## src/rtl/lm07_pkg.sv

```systemverilog
// Shared types and constants for the LM07 SPI temperature reader.
// LM07_AVG_EN (see lm07_spi_reader) selects the averaged temp_c output.
package lm07_pkg;

  typedef enum logic [2:0] {
    IDLE  = 3'd0,
    SETUP = 3'd1,
    SHIFT = 3'd2,
    DONE  = 3'd3,
    GAP   = 3'd4
  } lm07_state_e;

  localparam int NBITS_DEF = 16;
  localparam int WORD_W    = 16;
  localparam int TEMP_MSB  = 15;
  localparam int TEMP_LSB  = 7;
  localparam int TEMP_W    = 9;
  localparam int AVG_SUM_W = 11;

  // Whole-degree Celsius field of a sensor word (two's complement, 1 degC/LSB).
  function automatic logic [TEMP_W-1:0] temp_field(input logic [WORD_W-1:0] word);
    return word[TEMP_MSB:TEMP_LSB];
  endfunction

endpackage

```

## src/rtl/lm07_avg4.sv

```systemverilog
// Four-tap running mean of signed temperature samples, floor-rounded.
// The first sample after reset primes every tap so the mean starts at that value.
module lm07_avg4
  import lm07_pkg::*;
(
  input  logic              clk,
  input  logic              rst_n,
  input  logic              load,
  input  logic [TEMP_W-1:0] sample,
  output logic [TEMP_W-1:0] mean
);

  logic [TEMP_W-1:0]    hist [4];
  logic [TEMP_W-1:0]    hist_next [4];
  logic                 primed;
  logic [AVG_SUM_W-1:0] sum_next;

  // Next tap contents and their sign-extended sum.
  always_comb begin
    for (int i = 0; i < 4; i++) begin
      hist_next[i] = sample;
    end
    if (primed) begin
      hist_next[1] = hist[0];
      hist_next[2] = hist[1];
      hist_next[3] = hist[2];
    end else begin
      hist_next[1] = sample;
      hist_next[2] = sample;
      hist_next[3] = sample;
    end
    sum_next = {AVG_SUM_W{1'b0}};
    for (int i = 0; i < 4; i++) begin
      sum_next = sum_next
               + {{(AVG_SUM_W - TEMP_W){hist_next[i][TEMP_W-1]}}, hist_next[i]};
    end
  end

  // Tap history and registered mean; bits [10:2] of the sum are an arithmetic >>2.
  always_ff @(posedge clk) begin
    if (!rst_n) begin
      for (int i = 0; i < 4; i++) begin
        hist[i] <= {TEMP_W{1'b0}};
      end
      primed <= 1'b0;
      mean   <= {TEMP_W{1'b0}};
    end else if (load) begin
      for (int i = 0; i < 4; i++) begin
        hist[i] <= hist_next[i];
      end
      primed <= 1'b1;
      mean   <= sum_next[TEMP_W+1:2];
    end else begin
      primed <= primed;
      mean   <= mean;
    end
  end

endmodule

```

## src/rtl/lm07_spi_reader.sv

```systemverilog
// SPI master that repeatedly reads an LM07 sensor word and reports raw and degC values.
// Define LM07_AVG_EN to report temp_c as the mean of the last four readings.
module lm07_spi_reader
  import lm07_pkg::*;
#(
  parameter int CLK_DIV  = 4,
  parameter int NBITS    = NBITS_DEF,
  parameter int CONV_GAP = 64
) (
  input  logic              clk,
  input  logic              rst_n,
  input  logic              run,
  input  logic              spi_sio,
  output logic              spi_cs_n,
  output logic              spi_sck,
  output logic [WORD_W-1:0] data_raw,
  output logic [TEMP_W-1:0] temp_c,
  output logic              data_valid,
  output logic              busy
);

  localparam int DIV_W = (CLK_DIV  > 1) ? $clog2(CLK_DIV)  : 1;
  localparam int GAP_W = (CONV_GAP > 1) ? $clog2(CONV_GAP) : 1;
  localparam int BIT_W = (NBITS    > 1) ? $clog2(NBITS)    : 1;

  localparam logic [DIV_W-1:0] DIV_LAST = DIV_W'(CLK_DIV - 1);
  localparam logic [GAP_W-1:0] GAP_LAST = GAP_W'(CONV_GAP - 1);
  localparam logic [BIT_W-1:0] BIT_LAST = BIT_W'(NBITS - 1);

  lm07_state_e       state;
  logic [DIV_W-1:0]  div_cnt;
  logic [GAP_W-1:0]  gap_cnt;
  logic [BIT_W-1:0]  bit_cnt;
  logic [WORD_W-1:0] shreg;
  logic              div_last;
  logic              gap_last;
  logic              frame_end;
  logic [TEMP_W-1:0] temp_now;

  // Terminal-count decodes shared by the FSM and the optional filter.
  always_comb begin
    div_last  = (div_cnt == DIV_LAST);
    gap_last  = (gap_cnt == GAP_LAST);
    frame_end = (state == SHIFT) && spi_sck && div_last && (bit_cnt == BIT_LAST);
    temp_now  = temp_field(shreg);
  end

  // Frame sequencer: CS/SCK generation, bit capture and result registers.
  always_ff @(posedge clk) begin
    if (!rst_n) begin
      state      <= IDLE;
      spi_cs_n   <= 1'b1;
      spi_sck    <= 1'b0;
      busy       <= 1'b0;
      data_valid <= 1'b0;
      data_raw   <= {WORD_W{1'b0}};
`ifndef LM07_AVG_EN
      temp_c     <= {TEMP_W{1'b0}};
`endif
      shreg      <= {WORD_W{1'b0}};
      div_cnt    <= {DIV_W{1'b0}};
      gap_cnt    <= {GAP_W{1'b0}};
      bit_cnt    <= {BIT_W{1'b0}};
    end else begin
      data_valid <= 1'b0;
      case (state)
        IDLE: begin
          spi_sck <= 1'b0;
          div_cnt <= {DIV_W{1'b0}};
          if (run) begin
            state    <= SETUP;
            spi_cs_n <= 1'b0;
            busy     <= 1'b1;
          end else begin
            spi_cs_n <= 1'b1;
            busy     <= 1'b0;
          end
        end

        SETUP: begin
          if (div_last) begin
            state   <= SHIFT;
            div_cnt <= {DIV_W{1'b0}};
            bit_cnt <= {BIT_W{1'b0}};
          end else begin
            div_cnt <= div_cnt + DIV_W'(1);
          end
        end

        // spi_sck itself marks which half of the bit period is running.
        SHIFT: begin
          if (!div_last) begin
            div_cnt <= div_cnt + DIV_W'(1);
          end else begin
            div_cnt <= {DIV_W{1'b0}};
            if (!spi_sck) begin
              spi_sck <= 1'b1;
              shreg   <= {shreg[WORD_W-2:0], spi_sio};
            end else begin
              spi_sck <= 1'b0;
              if (frame_end) begin
                state      <= DONE;
                spi_cs_n   <= 1'b1;
                data_valid <= 1'b1;
                data_raw   <= shreg;
`ifndef LM07_AVG_EN
                temp_c     <= temp_now;
`endif
              end else begin
                bit_cnt <= bit_cnt + BIT_W'(1);
              end
            end
          end
        end

        DONE: begin
          state   <= GAP;
          busy    <= 1'b0;
          gap_cnt <= {GAP_W{1'b0}};
        end

        // The gap hands straight to SETUP when run is still high, so no idle cycle is lost.
        GAP: begin
          if (gap_last) begin
            gap_cnt <= {GAP_W{1'b0}};
            div_cnt <= {DIV_W{1'b0}};
            if (run) begin
              state    <= SETUP;
              spi_cs_n <= 1'b0;
              busy     <= 1'b1;
            end else begin
              state <= IDLE;
            end
          end else begin
            gap_cnt <= gap_cnt + GAP_W'(1);
          end
        end

        default: begin
          state    <= IDLE;
          spi_cs_n <= 1'b1;
          spi_sck  <= 1'b0;
          busy     <= 1'b0;
        end
      endcase
    end
  end

`ifdef LM07_AVG_EN
  lm07_avg4 u_avg4 (
    .clk    (clk),
    .rst_n  (rst_n),
    .load   (frame_end),
    .sample (temp_now),
    .mean   (temp_c)
  );
`endif

endmodule

```

## config.mk

```make
export PLATFORM = sky130hd
export DESIGN_NAME = lm07_spi_reader
export DESIGN_NICKNAME = d
export VERILOG_FILES = /design/src/rtl/lm07_pkg.sv /design/src/rtl/lm07_avg4.sv /design/src/rtl/lm07_spi_reader.sv
export SDC_FILE = /design/constraint.sdc
export NUM_CORES = 1
export LEC_CHECK = 0
export ABC_AREA = 1
export BUFFER_PORTS_ARGS = -buffer_cell sky130_fd_sc_hd__buf_2
export CORE_ASPECT_RATIO = 0.8
export CORE_MARGIN = 8
export CORE_UTILIZATION = 60
export DETAILED_ROUTE_END_ITERATION = 8
export PLACE_DENSITY = 0.86
export SLEW_MARGIN = 20
export SYNTH_ARGS = -nofsm -noshare
export SYNTH_HDL_FRONTEND = slang
export SYNTH_SLANG_ARGS = --single-unit
```

## constraint.sdc

```tcl
create_clock -name clk -period 2.2 [get_ports clk]
set_input_delay 0.11 -clock clk [delete_from_list [all_inputs] [get_ports clk]]
set_output_delay 0.11 -clock clk [all_outputs]
set_load 0.02 [all_outputs]
```

# After elaboration in Yosys (flattened, before gate mapping)
# Cells that the tools add are included.
[op_classes]
n_eq_ne = 15
n_bitwise = 4
n_reduce_logical = 19
n_addsub = 3
muxes = 33
[op_table]
columns = ["op", "count"]
rows = [
  ["3-bit two-way mux", 6],
  ["4-bit two-way mux", 4],
  ["2-bit inequality test, second input constant", 8],
  ["3-bit one-hot mux with 5 select lines", 1],
  ["1-bit two-way mux", 13],
  ["6-bit one-hot mux with 2 select lines", 1],
  ["6-bit AND reduction", 2],
  ["4-bit one-hot mux with 2 select lines", 1],
  ["4-bit AND reduction", 2],
  ["6-bit by 1-bit adder with 6-bit output, second input constant", 1],
  ["3-bit by 2-bit == test with 1-bit output, second input constant", 2],
  ["6-bit == test, second input constant", 1],
  ["6-bit two-way mux", 1],
  ["2-bit one-hot mux with 3 select lines", 1],
  ["3-bit AND reduction", 2],
  ["5-bit AND reduction", 1],
  ["4-bit by 1-bit adder with 4-bit output, second input constant", 1],
  ["4-bit == test, second input constant", 1],
  ["2-bit two-way mux", 2],
  ["1-bit NOT", 4],
  ["1-bit one-hot mux with 4 select lines", 1],
  ["2-bit AND reduction", 2],
  ["2-bit nonzero test", 2],
  ["2-bit OR reduction", 2],
  ["10 further kinds", 12],
]
[totals]
elab_cells = 85
reg_bits = 60
output_inout_bits = 29

# Longest topological paths before layout
[depth]
depth_word = 8
depth_mapped = 10
ltp_nobuf = 10

# Worst setup path before layout
# OpenSTA, ideal clock, no wires.
[synth_timing]
path_kind = "reg2reg"
startpoint = "register div_cnt[0]"
endpoint = "register data_raw[15]"
path_slack_ps = 806
required_ps = 2084
stages_incl_launch_ff = 8
t_arrival_ps = 1278
cell_sequence = "dfxtp_1 -> ha_1 -> nand3_1 -> nor2_1 -> nand2_2 -> buf_2 -> o21ai_0 -> nor2_1"
[synth_via]
elab_chain_cells = 4
[synth_lines]
columns = ["element", "line_no", "source"]
rows = [
  ["start: declaration", "lm07_spi_reader.sv:31", "logic [DIV_W-1:0] div_cnt;"],
  ["start signal: assignment", "lm07_spi_reader.sv:61", "div_cnt <= {DIV_W{1'b0}};"],
  ["start signal: assignment", "lm07_spi_reader.sv:69", "div_cnt <= {DIV_W{1'b0}};"],
  ["start signal: assignment", "lm07_spi_reader.sv:83", "div_cnt <= {DIV_W{1'b0}};"],
  ["2-bit == test (*)", "lm07_spi_reader.sv:42", "div_last = (div_cnt == DIV_LAST);"],
  ["1-bit logical AND (2 in a row)", "lm07_spi_reader.sv:44", "frame_end = (state == SHIFT) && spi_sck && div_last && (bit_cnt == BIT_LAST);"],
  ["4-bit AND reduction (no source line) (*)", "--", ""],
  ["end signal: assignment", "lm07_spi_reader.sv:56", "data_raw <= {WORD_W{1'b0}};"],
  ["end signal: assignment", "lm07_spi_reader.sv:105", "data_raw <= shreg;"],
  ["end: declaration", "lm07_spi_reader.sv:16", "output logic [WORD_W-1:0] data_raw,"],
]
# Mark *: on every way between the ends. The rest lies on a longest branch, timed or not.
# A chain may end at the register's enable or synchronous reset.

# Final worst setup path
[layout_timing]
startpoint = "register div_cnt[0]"
endpoint = "register data_raw[9]"
# Same word-level chain as after synthesis.

==> results.json <==
{
  "status": "completed",
  "insertion_delay_ps": 310,
  "drc_errors": 0,
  "fin_nets": 334,
  "initial_core_util": 0.634,
  "firstDrtPassIters": 4,
  "cts_resized": 0,
  "skew_ps": 6.50,
  "finalHoldViolations": 0,
  "port_buffers": 32,
  "die_x_um": 83.7,
  "h-tree-depth": 2,
  "fin_crit_sh": 0.790,
  "placedCellCount": 362,
  "setup_viol_count_final": 0,
  "avgSynthCellArea_um2": 7.21,
  "yosys_warnings": 0,
  "drv_cap": 0,
  "syn_nets": 312,
  "critPathKind": "flip-flop to flip-flop",
  "synth_top_area_frac": 0.464,
  "power_mw": 2.09,
  "area_growth_syn_to_layout_pct": 8.59,
  "layout-drive-gt1-share": 0.162,
  "worstSetupEndpointType": "flip-flop",
  "worstMarginPinSlew_ps": 348,
  "die_h_um": 70.2,
  "clkSinkCount": 51,
  "die-area_mm2": 0.00587,
  "grt_pass1_vias": 1645,
  "vdd_drop_max_mv": 0.738,
  "synthCells": 305,
  "cts_tree": "yes",
  "hold_class": "input pin to flip-flop",
  "num_vias": 1870,
  "grt_max_degree": 34,
  "fin_tns_setup_ps": 0,
  "row_count": 19,
  "n_antenna_cell": 0,
  "num_io_pins": 33,
  "ys_seq_elements": 51,
  "antenna_found_initial": 0,
  "drv_slew": 0,
  "arrival_ps": 1990,
  "p_leak_nw": 1.13,
  "cts_buffers": 5,
  "wl_um": 4080,
  "crit_fanout": 19,
  "place_hpwl_um": 2840,
  "synth-main-ff-cell": "dfxtp_1",
  "worstSetupStartpointType": "flip-flop",
  "power_density_mw_per_mm2": 873,
  "root_buffer": "clkbuf_8",
  "ys_types": 25,
  "rsz0062_at_grt": "no",
  "ant_nets": 0,
  "synth_area_leaders": "dfxtp_1 46%, nor2_1 15%, o21ai_0 8.6%",
  "yosysTopAreaCell": "dfxtp_1",
  "post_dp_cell_area_mm2": 0.00230,
  "grt_use_total": 0.142,
  "cts_hold_buf": 0,
  "drt-initial-drc-count": 113,
  "required_ps": 2450,
  "yosysSeqAreaShare": 0.464,
  "wl_per_cell_um": 11.0,
  "synth-edff-count": 0,
  "coreArea_mm2": 0.00347,
  "clkTransAtPathRegs_ps": 90,
  "fmax_mhz": 576,
  "grt_pass1_wl_um": 7020,
  "routabilityCongestion": 0.893,
  "max-slew-margin-rel": 0.768,
  "fin_crit_ps": 1740,
  "cts_setup_buffers": 0,
  "netlist_area_mm2": 0.00220,
  "via_per_inst": 5.05,
  "fin_area_mm2": 0.00239,
  "async_reset_ff_frac": 0,
  "instances_no_fill": 370,
  "cts_buffer_depth": 2,
  "grt_overflow": 0
}
==> worst paths after layout <==
path / start / to / slack [ps] / cells past startpoint
setup / recovery: div_cnt[0] / data_raw[9] / 460 / 7
hold / removal: spi_sio / shreg[0] / 20 / 3
setup reg to reg: div_cnt[0] / data_raw[9] / 460 / 7
hold reg to reg: busy / busy / 470 / 2
==> cell usage after synthesis (all sizes together), types with 2 or more instances <==
cell    count
clkbuf      4
nand4       3
buf        14
nand2      48
o21ai      39
a21oi      14
o21bai      2
ha          3
dfxtp      51
inv        21
nand3      11
nor2       90
==> critical path, cell delays in order, from the launching register on <==
cell and delay [ps]:
dfxtp_1 380, ha_1 290, nand3_1 140, nor2_1 170
nand2_2 220, inv_2 290, nor2_1 80, nor2_1 100
==> power breakdown <==
| group | leakage, nW | internal (mW) | switching, mW | total (mW) |
|---|---|---|---|---|
| sequential | 0.412 | 0.975 | 0.0524 | 1.03 |
| combinational | 0.673 | 0.172 | 0.360 | 0.531 |
| clock | 0.0402 | 0.221 | 0.305 | 0.526 |
==> sequential cells by signal, summed over array words and instances, names as in the netlist <==
signal and cells:
div_cnt 2, bit_cnt 4, data_valid 1, shreg 16
busy 1, gap_cnt 6, spi_cs_n 1, state 3
spi_sck 1, data_raw 16
==> metal layers <==
layer | GRT usage | vias up | wire, µm
li1 | - | 1012 | -
met1 | 0.161 | 812 | 1980
met2 | 0.226 | 37 | 1770
met3 | 0.0498 | 9 | 240
met4 | 0.0803 | 0 | 91
met5 | 0 | - | 0
==> layout make-up <==
type	count	area, µm²
Inverter	21	78.8
Clock inverter	3	20.0
Sequential cell	51	1020
Timing Repair Buffer	33	168
Multi-Input combinational cell	215	980
Clock buffer	5	68.8
Tap cell	42	52.6
Fill cell	316	1080
==> placed cells by master, fill, tap and decap left out, drive strengths merged <==
| cell | n |
|---|---|
| a211oi | 1 |
| a21oi | 14 |
| buf | 33 |
| clkbuf | 5 |
| clkinv | 1 |
| clkinvlp | 2 |
| dfxtp | 51 |
| ha | 3 |
| inv | 21 |
| nand2 | 48 |
| nand3 | 11 |
| nand3b | 1 |
| nand4 | 3 |
| nor2 | 90 |
| nor3 | 1 |
| o21ai | 39 |
| o21bai | 2 |
| or2 | 1 |
| xor2 | 1 |
==> cells by family (layout without fill, tap and decap cells) <==
logic type	Yosys count	after routing	share of synthesized area
and+or+nand+nor	155	155	0.294
AOI/OAI and AO/OA	56	56	0.131
DFF	51	51	0.464
buffers and inverters	39	62	0.0904
adders and majority gates	3	3	0.0171
xor gates and xnor gates	1	1	0.00398
==> per-stage QoR <==
stage	setup WS, ps	utilization	hold slack, ps
floorplan	806	-	245
global placement	618	0.663	332
detailed placement	480	0.663	341
CTS	449	0.688	13.6
global route	311	0.688	40.5
finish	462	0.688	21.5
(Power assumes the default switching activity.)
